<file path="src/rtl/hazard_scoreboard_unit.sv">
// Pipeline hazard unit for the 5-stage RV32 core (F/D/E/M/W).
// Provides M/W -> E operand forwarding, load-use stall, taken-branch flush and a
// one-entry scoreboard that tracks the multi-cycle divider.
// Ports:
//   clk, rst                  clock (rising edge), asynchronous active-high reset
//   D_Rs1/D_Rs2/D_Rd          Decode source/destination registers
//   D_RegWrite, D_IsDiv       Decode writes D_Rd / Decode instruction is a divide
//   E_Rs1/E_Rs2/E_Rd          Execute source/destination registers
//   E_MemRead                 Execute instruction is a load
//   E_DivStart                divider issuing from Execute this cycle
//   E_PCSrc                   taken branch/jump resolved in Execute
//   M_Rd/M_RegWrite           Memory-stage destination and write enable
//   W_Rd/W_RegWrite           Writeback-stage destination and write enable
//   ForwardAE/ForwardBE       operand selects: 00 RF, 01 W result, 10 M result
//   StallF/StallD             hold PC / hold F->D register
//   FlushD/FlushE             bubble F->D / D->E register
//   DivBusy/DivRd/DivDone     divide in flight / its destination / completion pulse
module hazard_scoreboard_unit #(
  parameter int unsigned REG_AW      = 5,
  parameter int unsigned DIV_LATENCY = 33,
  parameter int unsigned CNT_W       = 8
) (
  input  logic              clk,
  input  logic              rst,
  input  logic [REG_AW-1:0] D_Rs1,
  input  logic [REG_AW-1:0] D_Rs2,
  input  logic [REG_AW-1:0] D_Rd,
  input  logic              D_RegWrite,
  input  logic              D_IsDiv,
  input  logic [REG_AW-1:0] E_Rs1,
  input  logic [REG_AW-1:0] E_Rs2,
  input  logic [REG_AW-1:0] E_Rd,
  input  logic              E_MemRead,
  input  logic              E_DivStart,
  input  logic              E_PCSrc,
  input  logic [REG_AW-1:0] M_Rd,
  input  logic [REG_AW-1:0] W_Rd,
  input  logic              M_RegWrite,
  input  logic              W_RegWrite,
  output logic [1:0]        ForwardAE,
  output logic [1:0]        ForwardBE,
  output logic              StallF,
  output logic              StallD,
  output logic              FlushD,
  output logic              FlushE,
  output logic              DivBusy,
  output logic [REG_AW-1:0] DivRd,
  output logic              DivDone
);

  typedef enum logic {IDLE, BUSY} div_state_t;

  localparam logic [CNT_W-1:0] CNT_LOAD = CNT_W'(DIV_LATENCY - 1);

  div_state_t        state_q, state_d;
  logic [CNT_W-1:0]  cnt_q, cnt_d;
  logic [REG_AW-1:0] rd_q, rd_d;
  logic              lduse, sbhaz, stall;

  // Operand forwarding: Memory stage is younger, so it wins over Writeback.
  always_comb begin
    ForwardAE = 2'b00;
    ForwardBE = 2'b00;
    if (E_Rs1 != '0 && M_RegWrite && M_Rd == E_Rs1)      ForwardAE = 2'b10;
    else if (E_Rs1 != '0 && W_RegWrite && W_Rd == E_Rs1) ForwardAE = 2'b01;
    if (E_Rs2 != '0 && M_RegWrite && M_Rd == E_Rs2)      ForwardBE = 2'b10;
    else if (E_Rs2 != '0 && W_RegWrite && W_Rd == E_Rs2) ForwardBE = 2'b01;
  end

  // Hazard detection; scoreboard side uses registered state so the dependent
  // stays stalled through the DivDone cycle and reads the RF the cycle after.
  always_comb begin
    lduse = E_MemRead && (E_Rd != '0) && ((E_Rd == D_Rs1) || (E_Rd == D_Rs2));
    sbhaz = 1'b0;
    if (state_q == BUSY) begin
      if (rd_q != '0 &&
          ((rd_q == D_Rs1) || (rd_q == D_Rs2) || (D_RegWrite && rd_q == D_Rd)))
        sbhaz = 1'b1;
      if (D_IsDiv)
        sbhaz = 1'b1;
    end
    stall = lduse || sbhaz;
  end

  // Stall/flush controls; a taken branch overrides any stall.
  always_comb begin
    StallF = 1'b0;
    StallD = 1'b0;
    FlushD = 1'b0;
    FlushE = 1'b0;
    if (E_PCSrc) begin
      FlushD = 1'b1;
      FlushE = 1'b1;
    end else if (stall) begin
      StallF = 1'b1;
      StallD = 1'b1;
      FlushE = 1'b1;
    end
  end

  // Divider scoreboard state register.
  always_ff @(posedge clk or posedge rst) begin
    if (rst) begin
      state_q <= IDLE;
      cnt_q   <= '0;
      rd_q    <= '0;
    end else begin
      state_q <= state_d;
      cnt_q   <= cnt_d;
      rd_q    <= rd_d;
    end
  end

  // Divider next-state; a start request while BUSY is ignored.
  always_comb begin
    state_d = state_q;
    cnt_d   = cnt_q;
    rd_d    = rd_q;
    DivDone = 1'b0;
    case (state_q)
      IDLE: begin
        if (E_DivStart) begin
          state_d = BUSY;
          cnt_d   = CNT_LOAD;
          rd_d    = E_Rd;
        end
      end
      BUSY: begin
        if (cnt_q == '0) begin
          DivDone = 1'b1;
          state_d = IDLE;
          rd_d    = '0;
        end else begin
          cnt_d = cnt_q - CNT_W'(1);
        end
      end
      default: state_d = IDLE;
    endcase
  end

  assign DivBusy = (state_q == BUSY);
  assign DivRd   = rd_q;

endmodule

</file>
<file path="config.mk">
export PLATFORM = sky130hd
export DESIGN_NAME = hazard_scoreboard_unit
export DESIGN_NICKNAME = d
export VERILOG_FILES = /design/src/rtl/hazard_scoreboard_unit.sv
export SDC_FILE = /design/constraint.sdc
export NUM_CORES = 1
export LEC_CHECK = 0
export BUFFER_PORTS_ARGS = -buffer_cell sky130_fd_sc_hd__buf_2
export CORE_MARGIN = 10
export CORE_UTILIZATION = 46
export DETAILED_ROUTE_END_ITERATION = 6
export PLACE_DENSITY = 0.87
export RECOVER_POWER = 50
export SLEW_MARGIN = 20
export SYNTH_ARGS = -nofsm -noshare
export SYNTH_HDL_FRONTEND = slang
export SYNTH_SLANG_ARGS = --single-unit
</file>
<file path="constraint.sdc">
create_clock -name clk -period 1.87 [get_ports clk]
set_input_delay 0.0935 -clock clk [delete_from_list [all_inputs] [get_ports clk]]
set_output_delay 0.0935 -clock clk [all_outputs]
set_load 0.02 [all_outputs]
</file>
==> results of run 1 <==
[sequential cells by signal (all words and copies together), names as in the netlist]
register  cells
DivRd         5
DivBusy       1
cnt_q         8
[power breakdown]
part,leakage [nW],total (mW),internal [mW],switching [mW]
Sequential,0.168,0.629,0.443,0.186
Clock,0.0210,0.232,0.119,0.113
Combinational,0.572,1.15,0.534,0.617
[cells in the mapped netlist (all sizes together), types with 2 or more instances]
master / n
nor4: 5
o21ai: 7
ha: 2
xor2: 14
clkbuf: 2
buf: 2
or4: 4
a22o: 5
dfrtp: 14
nor2: 8
nor3: 5
inv: 4
xnor2: 34
nand3: 6
a21oi: 2
nand2: 8
nand4: 5
[cell families (layout without fill, tap and decap cells)]
logic type      Yosys count  count (layout)  synth area share (%)
compound gates           21              21                  11.9
simple gates             48              48                  23.9
fa+ha+maj                 2               2                  1.93
flops                    14              14                  27.0
buf+inv                   8              78                  2.89
xor+xnor                 48              48                  32.4
[final cells by class]
class / count / area, µm²
clock buffer: 4 / 36.3
timing repair buffer: 70 / 374
tap: 31 / 38.8
fill: 222 / 975
sequential: 14 / 353
inverter: 4 / 15.0
multi-input combinational: 119 / 942
[worst paths after layout]
path / cells after the start / to / slack [ns]
worst max register to register: 7 / cnt_q[6] / 0.14
max in group asynchronous: 3 / DivRd[3] / 1.11
worst min register to register: 1 / cnt_q[0] / 0.54
worst max-delay path: 5 / FlushE / -0.1
worst min-delay path: 2 / DivRd[0] / 0.1
min in group asynchronous: 3 / cnt_q[4] / 0.38
[layer usage]
metal / routed length [µm] / vias to the layer above / track usage (%)
li1: - / 642 / -
met1: 1540 / 593 / 14.8
met2: 1860 / 60 / 24.7
met3: 470 / 6 / 6.12
met4: 64 / 0 / 5.06
met5: 0 / - / 0
[timing repair]
item	CTS	global route
gates cloned	0	0
hold endpoints to repair	14	0
gates resized for setup	3	9
hold buffers	1	0
setup buffers	1	3
setup endpoints to repair	3	5
pin swaps	0	3
==> metrics.md, run 1 <==
| Metric | Value |
|---|---|
| Synthesized Nets | `192` |
| Routed wire length | `3.94 mm` |
| Most frequent cells in the layout | `buf_2 (54), xnor2_1 (34), xor2_1 (14)` |
| Final std cell area, no fill | `1760 µm²` |
| Pins Over Slew Limit | `0` |
| Num CTS Buffers | `3` |
| Overall power | `2.01 mW` |
| Peak VDD IR | `1.06 mV` |
| Share of the synthesized area in the top cell type | `27.0%` |
| Seq cells post-synth | `14` |
| Site row count | `19` |
| Placed insts | `233` |
| Max Cap Viol | `0` |
| Total gr overflow | `0` |
| Tmin final | `1.97 ns` |
| Layout Nets | `263` |
| Area of the die | `5350 µm²` |
| CP max stage delay | `0.51 ns` |
| Syn Inst Count | `141` |
| Number of vias per cell | `5.38` |
| Worst Tran Pin Value | `0.529 ns` |
| Post-synth EDFFs | `0` |
| IO Port Bufs | `63` |
| Fin cells | `242` |
| CP startpoint | `DivRd[1]` |
| Fin Hold WS | `0.0968 ns` |
| Routed via count | `1301` |
| Placed instance area | `1650 µm²` |
| Die width | `73.1 µm` |
| Reg clk slew, reported paths | `0.09 ns` |
| CP Launch Type | `register` |
| F_max | `0.509 GHz` |
| Failing checks | `setup timing` |
| Final core utilization | `64.3%` |
| Routed length per placed instance | `16.3 µm` |
| Hold Crit Start | `E_Rd[0]` |
| Synth area leader | `dfrtp_1` |
| DP HPWL | `3.20 mm` |
| Cell chain of the critical path | `or4_1 > o31a_1 > o21ai_2 > nand3b_1 > buf_6` |
| Worst Path Max Fanout | `3` |
| Starting DRT DRC Count | `43` |
| Commonest non-fill, non-tap cell in the layout | `buf_2` |
| Clock tree buffer depth | `2` |
| Root buffer cell | `clkbuf_4` |
| PwrDens | `1140 nW/µm²` |
| Crit Path Class | `reg2out` |
| Worst setup slack after layout | `-0.0960 ns` |
| DRC Markers | `0` |
| Core ar. | `2730 µm²` |
| Overall Global Routing Usage | `14.2%` |
| Vias in the first global route | `1423` |
| Initial antenna violation count | `0` |
| Initial Util | `47.5%` |
| H-tree depth | `1` |
| Top Family by Delay on Critical Path | `simple AND/OR/NAND/NOR gates` |
| Die H | `73.1 µm` |
| Post-synth ARST share | `100%` |
| Drt first pass iters | `4` |
| CP Capture Type | `output port` |
| TritonCTS clock tree | `built` |
| Fin Clk Skew | `0.00644 ns` |
| Top Ports | `64` |
| Gp weighted congestion | `0.839` |
| Fin. Hold Viols | `0` |
| WP data required | `1.78 ns` |
| Sink Count | `14` |
| ANT nets after route | `0` |
| R2r startpoint | `cnt_q[0]` |
| Max-slew headroom | `64.7%` |
| WP buf/inv | `1` |
| Share of cells above drive strength 1 | `41.2%` |
| Outcome | `finished, violations left` |
| First-pass GRT wire length | `6.29 mm` |
| Hold Crit Class | `in2reg` |
| Synth unique cells | `36` |
| Area growth, synth to finish | `35.6%` |
| CP arrival | `1.87 ns` |
| Final setup TNS | `-0.265 ns` |
| Top post-synthesis cells by area | `dfrtp_1 (27%), xnor2_1 (23%), xor2_1 (9.5%), nor4_2 (3.9%), a22o_1 (3.4%)` |
| Worst-Skew Late Latency | `0.29 ns` |
| Setup violators final | `3` |
| Ys Warns | `0` |
| Largest net degree at the start of global routing | `15` |
| RSZ-0062 raised after global routing | `true` |
| CP max stage cell | `or4_1` |
| Dominant synthesized flop cell | `dfrtp_1` |
| Post-placement setup slack | `0.140 ns` |
| Antenna fix cells | `0` |
| Syn avg cell area | `9.20 µm²` |
| Final period util | `105%` |
| Synthesized area | `1300 µm²` |
| Sequential element share of the synthesized area | `27.0%` |
| P_leak | `0.761 nW` |
No activity file was read; power rests on OpenSTA's default activity.
==> run 2: changes to the inputs <==
--- a/config.mk
+++ b/config.mk
@@ -7,9 +7,10 @@
 export LEC_CHECK = 0
 export BUFFER_PORTS_ARGS = -buffer_cell sky130_fd_sc_hd__buf_2
 export CORE_MARGIN = 10
-export CORE_UTILIZATION = 46
+export CORE_UTILIZATION = 47
+export CTS_BUF_LIST = sky130_fd_sc_hd__clkbuf_8
 export DETAILED_ROUTE_END_ITERATION = 6
-export PLACE_DENSITY = 0.87
+export PLACE_DENSITY = 0.89
 export RECOVER_POWER = 50
 export SLEW_MARGIN = 20
 export SYNTH_ARGS = -nofsm -noshare
==> run 2 against run 1 <==
  * Critical path type unchanged
  * Sequential share of layout area is 0.13 points lower
  * Final area is 1.0% higher
  * Core utilization is 5.5 points higher
  * Clock power is 28% higher
  * The flow still finishes with violations (setup timing)
  * Critical path depth is 1 higher
  * Largest cell class unchanged
==> metrics.md, run 2 (synthesis gave the netlist of run 1 again) <==
| Metric | Value |
|---|---|
| Clock tree buffer depth | `2 (unchanged)` |
| Most frequent cells in the layout | `buf_2 (59), xnor2_1 (34), xor2_1 (14) (was buf_2 (54), xnor2_1 (34), xor2_1 (14))` |
| Max-slew headroom | `65.8% (was 64.7%)` |
| Setup violators final | `1 (was 3)` |
| Area growth, synth to finish | `36.9% (was 35.6%)` |
| H-tree depth | `1 (unchanged)` |
| CP arrival | `1.78 ns (was 1.87 ns)` |
| WP data required | `1.78 ns (about the same)` |
| Share of cells above drive strength 1 | `43.1% (was 41.2%)` |
| Fin. Hold Viols | `0 (unchanged)` |
| Die width | `72.5 µm (was 73.1 µm)` |
| Final period util | `100% (was 105%)` |
| Vias in the first global route | `1412 (was 1423)` |
| Tmin final | `1.87 ns (was 1.97 ns)` |
| P_leak | `0.783 nW (was 0.761 nW)` |
| Crit Path Class | `reg2out (unchanged)` |
| Layout Nets | `263 (unchanged)` |
| Drt first pass iters | `4 (unchanged)` |
| Hold Crit Start | `E_Rd[4] (was E_Rd[0])` |
| Fill cell count | `204 (was 222)` |
| R2r startpoint | `cnt_q[0] (unchanged)` |
| Antenna fix cells | `0 (unchanged)` |
| Sink Count | `14 (unchanged)` |
| Worst-Skew Late Latency | `0.25 ns (was 0.29 ns)` |
| CP Capture Type | `output port (unchanged)` |
| Failing checks | `setup timing (unchanged)` |
| IO Port Bufs | `63 (unchanged)` |
| Reg clk slew, reported paths | `0.06 ns (was 0.09 ns)` |
| RSZ-0062 raised after global routing | `true (unchanged)` |
| Root buffer cell | `clkbuf_8 (was clkbuf_4)` |
| Outcome | `finished, violations left (unchanged)` |
| Max Cap Viol | `0 (unchanged)` |
| Worst setup slack after layout | `-0.00394 ns (was -0.0960 ns)` |
| Area of the die | `5260 µm² (was 5350 µm²)` |
| Routed via count | `1290 (was 1301)` |
| Wl on met1 | `1.50 mm (was 1.54 mm)` |
| Max Used Layer | `met4 (unchanged)` |
| Worst Tran Pin Value | `0.512 ns (was 0.529 ns)` |
| Placed insts | `232 (was 233)` |
| Fin Clk Skew | `0.00252 ns (was 0.00644 ns)` |
| Commonest non-fill, non-tap cell in the layout | `buf_2 (unchanged)` |
| Die H | `72.5 µm (was 73.1 µm)` |
| CP startpoint | `DivRd[4] (was DivRd[1])` |
| Routed wire length | `4.05 mm (was 3.94 mm)` |
| Fin cells | `241 (was 242)` |
| Max reg flops | `8 (unchanged)` |
| First-pass GRT wire length | `6.34 mm (was 6.29 mm)` |
| Top reg by flops | `cnt_q (unchanged)` |
| Largest net degree at the start of global routing | `15 (unchanged)` |
| Worst Path Max Fanout | `6 (was 3)` |
| Peak VDD IR | `1.10 mV (was 1.06 mV)` |
| Pins Over Slew Limit | `0 (unchanged)` |
| Number of vias per cell | `5.35 (was 5.38)` |
| Num CTS Buffers | `3 (unchanged)` |
| TritonCTS clock tree | `built (unchanged)` |
| Fin Hold WS | `0.140 ns (was 0.0968 ns)` |
| WL met3 | `270 µm (was 470 µm)` |
| PwrDens | `1190 nW/µm² (was 1140 nW/µm²)` |
| ANT nets after route | `0 (unchanged)` |
| Overall Global Routing Usage | `14.6% (was 14.2%)` |
| DRC Markers | `0 (unchanged)` |
| Gp weighted congestion | `0.863 (was 0.839)` |
| DP HPWL | `3.23 mm (was 3.20 mm)` |
| Core ar. | `2540 µm² (was 2730 µm²)` |
| Total gr overflow | `0 (unchanged)` |
| Routed length per placed instance | `16.8 µm (was 16.3 µm)` |
| Wire length on met2 | `2.22 mm (was 1.86 mm)` |
| Initial antenna violation count | `0 (unchanged)` |
| Hold Crit Class | `in2reg (unchanged)` |
| Starting DRT DRC Count | `107 (was 43)` |
| Initial Util | `51.0% (was 47.5%)` |
| Site row count | `18 (was 19)` |
| Top Ports | `64 (unchanged)` |
| F_max | `0.534 GHz (was 0.509 GHz)` |
| CP Launch Type | `register (unchanged)` |
-- run 2: cell types whose count changed in the layout (fill, tap and decap cells not counted), moves of 3 or more --
cell,before,now
clkbuf_8,1,4
clkbuf_1,6,1
buf_2,54,59
clkbuf_4,3,0
-- run 2: path summary, 6_finish.rpt --
kind	end	slack (ns)	cells after the start
worst max-delay path	StallF	-0.004	6
worst min-delay path	DivRd[4]	0.14	2
worst max register to register	cnt_q[6]	0.09	7
worst min register to register	cnt_q[0]	0.53	1
max in group asynchronous	DivRd[3]	1.06	3
min in group asynchronous	cnt_q[7]	0.44	3
-- run 2: per-stage QoR --
step	worst slack [ns]	power, mW	util (%)	setup TNS [ns]	cell area [µm²]
after global routing	-0.0777	2.26	69.8	-0.272	1780
final	-0.00394	2.11	69.8	-0.00394	1780
after floorplan	0.107	1.32	-	0	1300
after CTS	0.000799	2.03	69.0	0	1760
after detailed placement	0.0667	1.65	64.7	0	1650
after global placement	0.210	1.62	64.7	0	1650
-- run 2: critical path, stage by stage (launching register included) --
cell	delay (ns)
dfrtp_2	0.46
xor2_1	0.18
nor4_1	0.29
a31o_2	0.20
o21ai_2	0.06
a21oi_2	0.17
buf_4	0.17
-- run 2: what timing repair did --
action,in CTS,in global routing
hold buffers,1,0
cloned,0,0
gates resized for setup,7,5
buffers inserted,4,0
endpoints found under the setup margin,3,4
pin swaps,1,1
endpoints found under the hold margin,14,0
-- run 2: power by group --
part / total (mW) / internal (mW) / switching, mW
Clock: 0.297 / 0.187 / 0.111
Sequential: 0.645 / 0.447 / 0.198
Combinational: 1.17 / 0.553 / 0.612
Total: 2.11 / 1.19 / 0.921
-- run 2: cell type report --
type	instances	area (µm²)	area share, %
clock buffer	4	55.1	3.10
inverter	4	15.0	0.845
timing repair buffer	70	384	21.6
sequential	14	354	19.9
multi-input combinational	119	931	52.4
tap	30	37.5	2.11
-- run 2: per-layer routing --
metal,vias to the layer above,global-route usage [%]
met3,6,5.03
met1,595,15.5
li1,646,-
met4,0,4.85
met5,-,0
met2,43,26.0
